`config.mk`:
```
export PLATFORM = sky130hd
export DESIGN_NAME = timer_flat
export DESIGN_NICKNAME = d
export VERILOG_FILES = /design/src/rtl/timer_if.sv /design/src/rtl/timer.sv /design/src/flat_wrapper.sv
export SDC_FILE = /design/constraint.sdc
export NUM_CORES = 1
export LEC_CHECK = 0
export ABC_AREA = 1
export CORE_ASPECT_RATIO = 1.2
export CORE_UTILIZATION = 50
export DETAILED_ROUTE_END_ITERATION = 7
export PLACE_DENSITY = 0.77
export SYNTH_ARGS = -nofsm -noshare
export SYNTH_HDL_FRONTEND = slang
export SYNTH_SLANG_ARGS = --single-unit
```
`constraint.sdc`:
```
create_clock -name clk -period 1.9 [get_ports clk]
set_input_delay 0.38 -clock clk [delete_from_list [all_inputs] [get_ports clk]]
set_output_delay 0.38 -clock clk [all_outputs]
set_load 0.03 [all_outputs]
```
`src/rtl/timer_if.sv`:
```
// CPU system-bus signals seen by a memory-mapped responder.
// The CPU side drives the master modport; peripherals take the slave modport.
interface timer_if;
  logic [1:0]  t_cycle;
  logic [15:0] mem_addr;
  logic        mem_enable;
  logic        mem_write;
  logic [7:0]  mem_data_in;
  logic [7:0]  mem_data_out;
  logic        mem_selected;

  modport master (
    output t_cycle, mem_addr, mem_enable, mem_write, mem_data_in,
    input  mem_data_out, mem_selected
  );

  modport slave (
    input  t_cycle, mem_addr, mem_enable, mem_write, mem_data_in,
    output mem_data_out, mem_selected
  );
endinterface

```
`src/rtl/timer.sv`:
```
// DIV/TIMA/TMA/TAC timer: free-running 16-bit system counter, falling-edge tick
// detector on a selectable counter tap, and TIMA overflow/reload sequencing with IRQ.
module timer #(
  parameter logic [15:0] BASE_ADDR = 16'hFF04
) (
  input  logic   clk,
  input  logic   reset,
  timer_if.slave bus,
  output logic   irq_timer
);
  typedef enum logic [1:0] {RUN = 2'd0, OVF = 2'd1, RELOAD = 2'd2} state_t;

  state_t      state_q, state_d;
  logic [15:0] sys_cnt_q, sys_cnt_d;
  logic [7:0]  tima_q, tima_d;
  logic [7:0]  tma_q, tma_d;
  logic [2:0]  tac_q, tac_d;
  logic [1:0]  sub_q, sub_d;
  logic        edge_prev_q, edge_prev_d;
  logic        irq_q, irq_d;

  logic [15:0] offs;
  logic        selected, wr;
  logic        wr_div, wr_tima, wr_tma, wr_tac;
  logic        tap, edge_in, tick;

  // Unsigned wrap makes any address below BASE_ADDR land far outside 0..3.
  assign offs     = bus.mem_addr - BASE_ADDR;
  assign selected = bus.mem_enable && (offs[15:2] == 14'd0);
  assign wr       = selected && bus.mem_write && (bus.t_cycle == 2'd3);
  assign wr_div   = wr && (offs[1:0] == 2'd0);
  assign wr_tima  = wr && (offs[1:0] == 2'd1);
  assign wr_tma   = wr && (offs[1:0] == 2'd2);
  assign wr_tac   = wr && (offs[1:0] == 2'd3);

  assign bus.mem_selected = selected;
  assign irq_timer        = irq_q;

  always_comb begin
    bus.mem_data_out = 8'hFF;
    if (selected) begin
      case (offs[1:0])
        2'd0:    bus.mem_data_out = sys_cnt_q[15:8];
        2'd1:    bus.mem_data_out = tima_q;
        2'd2:    bus.mem_data_out = tma_q;
        default: bus.mem_data_out = {5'b11111, tac_q};
      endcase
    end
  end

  // Tick sees the post-write counter and TAC, so DIV resets and TAC changes can glitch a tick.
  always_comb begin
    sys_cnt_d = wr_div ? 16'd0 : sys_cnt_q + 16'd1;
    tac_d     = wr_tac ? bus.mem_data_in[2:0] : tac_q;
    tma_d     = wr_tma ? bus.mem_data_in : tma_q;
    case (tac_d[1:0])
      2'b00:   tap = sys_cnt_d[9];
      2'b01:   tap = sys_cnt_d[3];
      2'b10:   tap = sys_cnt_d[5];
      default: tap = sys_cnt_d[7];
    endcase
    edge_in     = tac_d[2] & tap;
    edge_prev_d = edge_in;
    tick        = edge_prev_q & ~edge_in;
  end

  always_comb begin
    state_d = state_q;
    sub_d   = sub_q;
    tima_d  = tima_q;
    irq_d   = 1'b0;
    case (state_q)
      RUN: begin
        if (wr_tima) begin
          tima_d = bus.mem_data_in;
        end else if (tick) begin
          if (tima_q == 8'hFF) begin
            tima_d  = 8'h00;
            state_d = OVF;
            sub_d   = 2'd0;
          end else begin
            tima_d = tima_q + 8'd1;
          end
        end
      end
      OVF: begin
        if (wr_tima) begin
          tima_d  = bus.mem_data_in;
          state_d = RUN;
        end else if (sub_q == 2'd3) begin
          tima_d  = tma_d;
          irq_d   = 1'b1;
          state_d = RELOAD;
          sub_d   = 2'd0;
        end else begin
          sub_d = sub_q + 2'd1;
        end
      end
      RELOAD: begin
        if (wr_tma) tima_d = bus.mem_data_in;
        if (sub_q == 2'd3) begin
          state_d = RUN;
          sub_d   = 2'd0;
        end else begin
          sub_d = sub_q + 2'd1;
        end
      end
      default: state_d = RUN;
    endcase
  end

  always_ff @(posedge clk or posedge reset) begin
    if (reset) begin
      state_q     <= RUN;
      sub_q       <= 2'd0;
      sys_cnt_q   <= 16'd0;
      tima_q      <= 8'd0;
      tma_q       <= 8'd0;
      tac_q       <= 3'd0;
      edge_prev_q <= 1'b0;
      irq_q       <= 1'b0;
    end else begin
      state_q     <= state_d;
      sub_q       <= sub_d;
      sys_cnt_q   <= sys_cnt_d;
      tima_q      <= tima_d;
      tma_q       <= tma_d;
      tac_q       <= tac_d;
      edge_prev_q <= edge_prev_d;
      irq_q       <= irq_d;
    end
  end
endmodule
```
`src/flat_wrapper.sv`:
```
// flat-port wrapper written by rule: the top's interface ports become plain ports
module timer_flat 
#(
  parameter logic [15:0] BASE_ADDR = 16'hFF04
)
  (clk, reset, irq_timer, bus_t_cycle, bus_mem_addr, bus_mem_enable, bus_mem_write, bus_mem_data_in, bus_mem_data_out, bus_mem_selected);
  timer_if bus_i ();
  input  logic clk;
  input  logic reset;
  output logic irq_timer;
  input wire logic [$bits(bus_i.t_cycle)-1:0] bus_t_cycle;
  input wire logic [$bits(bus_i.mem_addr)-1:0] bus_mem_addr;
  input wire logic [$bits(bus_i.mem_enable)-1:0] bus_mem_enable;
  input wire logic [$bits(bus_i.mem_write)-1:0] bus_mem_write;
  input wire logic [$bits(bus_i.mem_data_in)-1:0] bus_mem_data_in;
  output wire logic [$bits(bus_i.mem_data_out)-1:0] bus_mem_data_out;
  output wire logic [$bits(bus_i.mem_selected)-1:0] bus_mem_selected;
  assign bus_i.t_cycle = bus_t_cycle;
  assign bus_i.mem_addr = bus_mem_addr;
  assign bus_i.mem_enable = bus_mem_enable;
  assign bus_i.mem_write = bus_mem_write;
  assign bus_i.mem_data_in = bus_mem_data_in;
  assign bus_mem_data_out = bus_i.mem_data_out;
  assign bus_mem_selected = bus_i.mem_selected;
  timer #(.BASE_ADDR(BASE_ADDR)) u_core (.clk(clk), .reset(reset), .bus(bus_i), .irq_timer(irq_timer));
endmodule
```
Word level (Yosys, flattened, before mapping)
Index checks and enable logic that the tools add are counted.

Bits in registers: 41. Output and inout port bits: 10. Logic and storage cells: 77.

$add $sub $neg: 4. Equal/unequal tests: 18. Muxes and demuxes: 29. Bitwise gates (word level): 3. Reduce and logical (&&, ||, !) cells: 15.

Operators with widths (count): $mux 8 (8); $pmux 8 s3 (2); $mux 2 (11); $add 16x1->16 const B (1); $mux 16 (1); $sub 16x16->16 const B (1); $logic_not 14->1 (1); $eq 2x2->1 const B (6); $pmux 2 s3 (2); $reduce_and 5->1 (2); $add 8x1->8 const B (1); $eq 8x8->1 const B (1); $ne 2x1->1 const B (4); $logic_and 1x1->1 (7); $eq 2x1->1 const B (3); $logic_not 2->1 (3); $ne 3x1->1 const B (2); $ne 2x2->1 const B (2); $reduce_and 4->1 (1); $mux 1 (3); $mux 3 (1); $pmux 1 s3 (1); $reduce_bool 3->1 (1); $add 2x1->2 const B (1); other kinds (2) (3).

Logic depth before layout (Yosys ltp)
Word-level depth: 15. Depth in mapped cells: 19. Depth with buffers taken out: 19.

Worst setup path after synthesis
Ideal clock, no wire load.

Kind: input -> register. Start point: in bus_mem_addr[4]. End point: reg u_core.tima_q[3]. Arrival: 2.017 ns. Required time: 1.783 ns. Slack: -0.234 ns. Stages on the path: 15. Buffers on the path: 1. Path through: nor2_4 nand3_4 nand2_1 nand2_1 nand2_1 nand3_2 nor2_4 buf_6 nand3_4 nand2_2 nor2_2 a211oi_4 nand2_4 nand2_1 nand2_1.

Cells in the longest elaborated chain, start to end: 14. Elaborated cells between the ends (all ways): 27. Classes of those cells: add/sub (1); eq/ne (5); mux (8); bitwise (3); reduce/logical (10).

RTL lines: from (decl) (line flat_wrapper.sv:12) `input wire logic [$bits(bus_i.mem_addr)-1:0] bus_mem_addr;`; $sub 16x16->16 * (line timer.sv:28) `assign offs = bus.mem_addr - BASE_ADDR;`; $logic_not 14->1 * (line timer.sv:29) `assign selected = bus.mem_enable && (offs[15:2] == 14'd0);`; $logic_and 1x1->1 * (line timer.sv:29); via bus_mem_selected (line flat_wrapper.sv:17) `output wire logic [$bits(bus_i.mem_selected)-1:0] bus_mem_selected;`; $logic_and 1x1->1 * (2 in series) (line timer.sv:30) `assign wr = selected && bus.mem_write && (bus.t_cycle == 2'd3);`; $logic_and 1x1->1 (line timer.sv:34) `assign wr_tac = wr && (offs[1:0] == 2'd3);`; $mux 3 (line timer.sv:54) `tac_d = wr_tac ? bus.mem_data_in[2:0] : tac_q;`; $eq 2x2->1 (tied with other cells) (line timer.sv:56) `case (tac_d[1:0])`; $pmux 1 s3 (line timer.sv:56); $and 1x1->1 (line timer.sv:62) `edge_in = tac_d[2] & tap;`; $not 1->1 (line timer.sv:64) `tick = edge_prev_q & ~edge_in;`; $and 1x1->1 (line timer.sv:64); $ne 3x1->1 (no source line); $reduce_and 4->1 (no source line); to (signal assigned) (line timer.sv:126) `tima_q <= tima_d;`; to (decl) (line timer.sv:15) `logic [7:0] tima_q, tima_d;`.

Mark *: on every way through the listed nets, which the timed path passes. The rest lies on a longest branch. The select of a mux whose other input is x is not followed. A chain may end at the register's enable or synchronous reset.

Worst setup path after layout
Start point: in bus_mem_addr[4]. End point: reg u_core.tima_q[1].

Cells in the longest elaborated chain, start to end: 14. Elaborated cells between the ends (all ways): 27. Classes of those cells: add/sub (1); eq/ne (5); mux (8); bitwise (3); reduce/logical (10).

RTL lines: $sub 16x16->16 * (line timer.sv:28); $logic_not 14->1 * (line timer.sv:29); $logic_and 1x1->1 * (line timer.sv:29); $logic_and 1x1->1 * (2 in series) (line timer.sv:30); $logic_and 1x1->1 * (line timer.sv:34); $mux 3 * (line timer.sv:54); via u_core.tac_d[0] (line timer.sv:17) `logic [2:0] tac_q, tac_d;`; $eq 2x2->1 (tied with other cells) (line timer.sv:56); $pmux 1 s3 * (line timer.sv:56); $and 1x1->1 * (line timer.sv:62); $not 1->1 * (line timer.sv:64); $and 1x1->1 * (line timer.sv:64); $ne 3x1->1 (no source line) *; $reduce_and 4->1 (no source line) *.

Marked as above.

==> results.md <==
- CTS built an H-tree with a depth of 2.
- The number of top-level design ports is 40.
- The most used flip-flop cell after synthesis is sky130_fd_sc_hd__dfrtp_1.
- The final weighted congestion in routability-driven placement is 0.907.
- The data arrival time of the critical path is 2560 ps.
- The timing-limited maximum frequency is 0.430 GHz.
- The die is 86.5 µm tall.
- During synthesis, Yosys emitted a total of 0 warnings.
- The fraction of layout cells with a size suffix above 1 is 32.8%.
- The most used routing layer is met2.
- The buffer and inverter count on the worst path is 3.
- In the synthesized netlist the async set-or-reset flop fraction comes to 100%.
- For this design, the sink count on the clock tree is 41.
- Hold repair after CTS inserted 0 buffers.
- IR analysis of the VDD net gives a maximum drop of 457 µV.
- The core footprint is 0.00571 mm².
- STA puts the critical path data required time at 2140 ps.
- The leakage power summed over all cells is 2.15 nW.
- The number of cells in the design after placement is 589.
- Across the routed clock network, the largest skew measured is 9.64 ps.
- For this block, the initial DRC count from the detailed router was 241.
- The synthesized cell area is 0.00298 mm².
- At the end of the flow the core is filled with cells to 75.4%.
- The final-report max-slew violation count came to 0.
- The final HPWL from detailed placement is 6.15 mm.
- Sequential elements use 34.5% of the synthesized area.
- Clock-pin slew was measured on the worst setup and hold paths at 80 ps.
- For this configuration, the core starts out at a cell density of 52.2%.
- After floorplanning, the core was divided into 30 placement rows.
- Counting along the longest clock path gives a buffer depth of 2.
- Across the run, the number of max-cap violations was 0.
- Relative to the synthesized area, the layout overhead comes to 44.5%.
- The worst hold-check path type is in2async.
- The worst setup path is launched from a primary input.
- The non-filler instance count after layout is 613.
- The number of vias per cell is 5.43.
- On the worst path, the slowest cell contributes a delay of 190 ps.
- The detail-routed net length per standard cell is 15.2 µm.
- In the finished design, the share of the clock period the worst path needs comes to 122%.
- The hold violation count in the final report was 0.
- For this run, global-route usage on met2 was measured as 56.2%.
- The cell type of the slowest stage on the worst timing path is sky130_fd_sc_hd__nand4_1.
- The count of state elements after synthesis is 41.
- Broken down by cell family, the worst path's largest delay share belongs to simple AND/OR/NAND/NOR gates.
- STA classifies the critical path endpoint as a flop.
- The clock tree from TritonCTS is yes.
- In this run the mean area of a mapped cell was 6.96 µm².
- The final routed wirelength across all metal layers is 9.29 mm.
- The count of different cell masters after synthesis is 37.
- The type of the setup path with the least slack is in2reg.
- The final number of setup-violating endpoints is 26.
- The sum of overflow across all layers after global routing is 0.
- The synthesized netlist net count is 465.
- The first detailed-routing pass took 6 iterations.
- In the final design database the tool counted 569 nets.
- The library cells used most frequently in the layout, excluding fill and tap cells, are sky130_fd_sc_hd__nand2_1, sky130_fd_sc_hd__buf_4, sky130_fd_sc_hd__inv_1, sky130_fd_sc_hd__dfrtp_1, sky130_fd_sc_hd__nand3_1.
- The time the worst path needs with I/O delays and setup is 2320 ps.
- The x dimension of the die is 72.5 µm.
- The die covers 0.00627 mm².
- The buffer type at the clock tree root is sky130_fd_sc_hd__clkbuf_8.
- Synthesis produced a netlist whose cell count is 428.
- Of all nets on the critical path, the largest fanout is 8.
- The cell that appears most often on the critical path is sky130_fd_sc_hd__nand2_1.
- The number of vias after detailed routing is 3328.
- The clock latency on the worst-skew pair is 300 ps.
- The wire length of the first global-routing pass is 14.5 mm.
- For met3 alone, demand over resource in global routing was 4.77%.
- The critical path runs through a total of 19 cells.
- At the pin with the least slew margin, the transition time is 491 ps.
- The number of antenna violations at the first check in global routing is 0.
- The number of enable flip-flop cells after synthesis is 0.
- The number of I/O port buffers is 39.
- The power density of the placed cells is 407 mW/mm².
- The worst slack after detailed placement is -945 ps.
- The via count of the first global-routing pass is 3284.
- The checks that failed: setup timing.
- The met1 track demand over resource in global routing is 32.1%.
- The number of DRC violations after detailed routing is 0.
- The number of antenna diodes in the final layout is 0.
- Counting cells, the worst reg-to-reg path comes to 18.
- Counting the buffers created by CTS gives 5.
- The flow ran to the end, but the final reports show violations.
- The worst pin sits at a relative slew slack of 67.3%.
- The maximum number of pins on one net before global-route repair is 42.
- The library cell used most frequently in the layout, excluding fill and tap cells, is sky130_fd_sc_hd__nand2_1.
- Walking the worst path, the cells encountered are buf_6, nor2_4, nand3_4, buf_4, nand3_1, nand2_1, nor2_2, nand4_1, nand2_1, nand2_1, inv_1, nand3_2, nand2_2, nand2_2, nand2_4, nand3_4, nand2_8, nand2_1, nand2_1.
- The minimum setup slack in the final design is -425 ps.
- The overall routing resource usage is 29.9%.
- Setup repair after global routing could not meet its margin everywhere.
- The number of antenna-violating nets in the routed design is 0.
## worst reg2reg max path, cell delays in order, from the launching register on
cell                       delay (ps)
sky130_fd_sc_hd__dfrtp_1          390
sky130_fd_sc_hd__buf_6            120
sky130_fd_sc_hd__nand3_4           70
sky130_fd_sc_hd__nand3b_1         220
sky130_fd_sc_hd__nor3_4           260
sky130_fd_sc_hd__nand2_1           80
sky130_fd_sc_hd__nand2_1           70
sky130_fd_sc_hd__nand2_1           70
sky130_fd_sc_hd__inv_2             60
sky130_fd_sc_hd__nand2_2           50
sky130_fd_sc_hd__nand3_2           70
sky130_fd_sc_hd__nand3_2           90
sky130_fd_sc_hd__nand2_2           90
sky130_fd_sc_hd__nand2_2           70
sky130_fd_sc_hd__nand2_4          120
sky130_fd_sc_hd__nand3_4          130
sky130_fd_sc_hd__nand2_8          160
sky130_fd_sc_hd__nand2_1           70
sky130_fd_sc_hd__nand2_1           60
## power breakdown
| group | internal [mW] | switching (mW) |
|---|---|---|
| clock network | 0.295 | 0.332 |
| registers | 0.878 | 0.00332 |
| logic | 0.108 | 0.134 |
## metal layers
metal  vias up  share of wire [%]
li1       1595                  -
met1      1567                 37
met2       132                 55
met3        34                4.1
met4         0                3.7
met5         -                  0
## synth_stat cells (2+ instances only)
master	n	area, µm²
sky130_fd_sc_hd__nand2_1	119	447
sky130_fd_sc_hd__inv_1	66	248
sky130_fd_sc_hd__dfrtp_1	41	1030
sky130_fd_sc_hd__nand3_1	36	180
sky130_fd_sc_hd__nor2_1	27	101
sky130_fd_sc_hd__o21ai_0	26	130
sky130_fd_sc_hd__a21oi_1	17	85.1
sky130_fd_sc_hd__nand4_1	13	81.3
sky130_fd_sc_hd__ha_1	7	87.6
sky130_fd_sc_hd__nor2_2	7	43.8
sky130_fd_sc_hd__nor3_1	7	35.0
sky130_fd_sc_hd__xor2_1	7	61.3
sky130_fd_sc_hd__a31oi_1	6	37.5
sky130_fd_sc_hd__nand2_2	6	37.5
sky130_fd_sc_hd__a221oi_1	5	43.8
sky130_fd_sc_hd__clkbuf_1	4	15.0
sky130_fd_sc_hd__nand3_2	3	30.0
sky130_fd_sc_hd__nand3_4	3	52.6
sky130_fd_sc_hd__nand3b_1	3	22.5
sky130_fd_sc_hd__nor2_4	3	33.8
sky130_fd_sc_hd__buf_2	2	10.0
sky130_fd_sc_hd__clkinv_1	2	7.51
sky130_fd_sc_hd__nor3b_1	2	15.0
sky130_fd_sc_hd__o21ai_2	2	17.5
sky130_fd_sc_hd__or2_2	2	12.5
## logic make-up (layout without fill, tap and decap cells)
logic type                 count (synthesis)  after routing  share of synthesized area, %
and+or+nand+nor                          233            234                          37.3
buffers and inverters                     77            181                          10.2
AOI/OAI and AO/OA                         62             62                          12.8
DFF                                       41             41                          34.5
xor gates and xnor gates                   8              8                          2.35
adders and majority gates                  7              7                          2.94
## repair_timing
action,4_1_cts,5_1_grt
pin swaps,25,28
buffers inserted,6,9
setup endpoints to repair,36,26
cloned,1,0
resized for setup,110,42
## metrics by stage
stage / hold WS (ps) / setup TNS, ps / area [µm²] / total power, mW
final: 424 / -7700 / 4300 / 1.75
after global routing: 468 / -10700 / 4300 / 1.82
after CTS: 443 / -4090 / 4090 / 1.73
after detailed placement: 482 / -24440 / 3800 / 1.11
after global placement: 465 / -22110 / 3800 / 1.11
after floorplan: 446 / -2120 / 2990 / 0.980
## flip-flops by register name, indices dropped and copies added, names as in the netlist
register	flops
u_core.sys_cnt_q	16
u_core.tima_q	8
u_core.tma_q	8
u_core.tac_q	3
u_core.state_q	2
u_core.sub_q	2
u_core.edge_prev_q	1
u_core.irq_timer	1
## path summary, 6_finish.rpt
| path | start | endpoint | slack, ps |
|---|---|---|---|
| worst max-delay path | bus_mem_addr[4] | u_core.tima_q[1] | -420 |
| worst min-delay path | reset | u_core.sys_cnt_q[14] | 420 |
| worst max register to register | u_core.sys_cnt_q[0] | u_core.tima_q[1] | -400 |
| worst min register to register | u_core.tma_q[6] | u_core.tma_q[6] | 510 |
| max in group asynchronous | reset | u_core.tac_q[0] | 1250 |
| min in group clk | u_core.tma_q[6] | u_core.tma_q[6] | 510 |
## layout make-up
cell class,instances,area (µm²)
Timing Repair Buffer,105,901
Tap cell,80,100
Clock buffer,6,82.6
Clock inverter,2,13.8
Sequential cell,41,1030
Inverter,68,262
Fill cell,432,1400
Multi-Input combinational cell,311,1920
(Power assumes the default switching activity.)
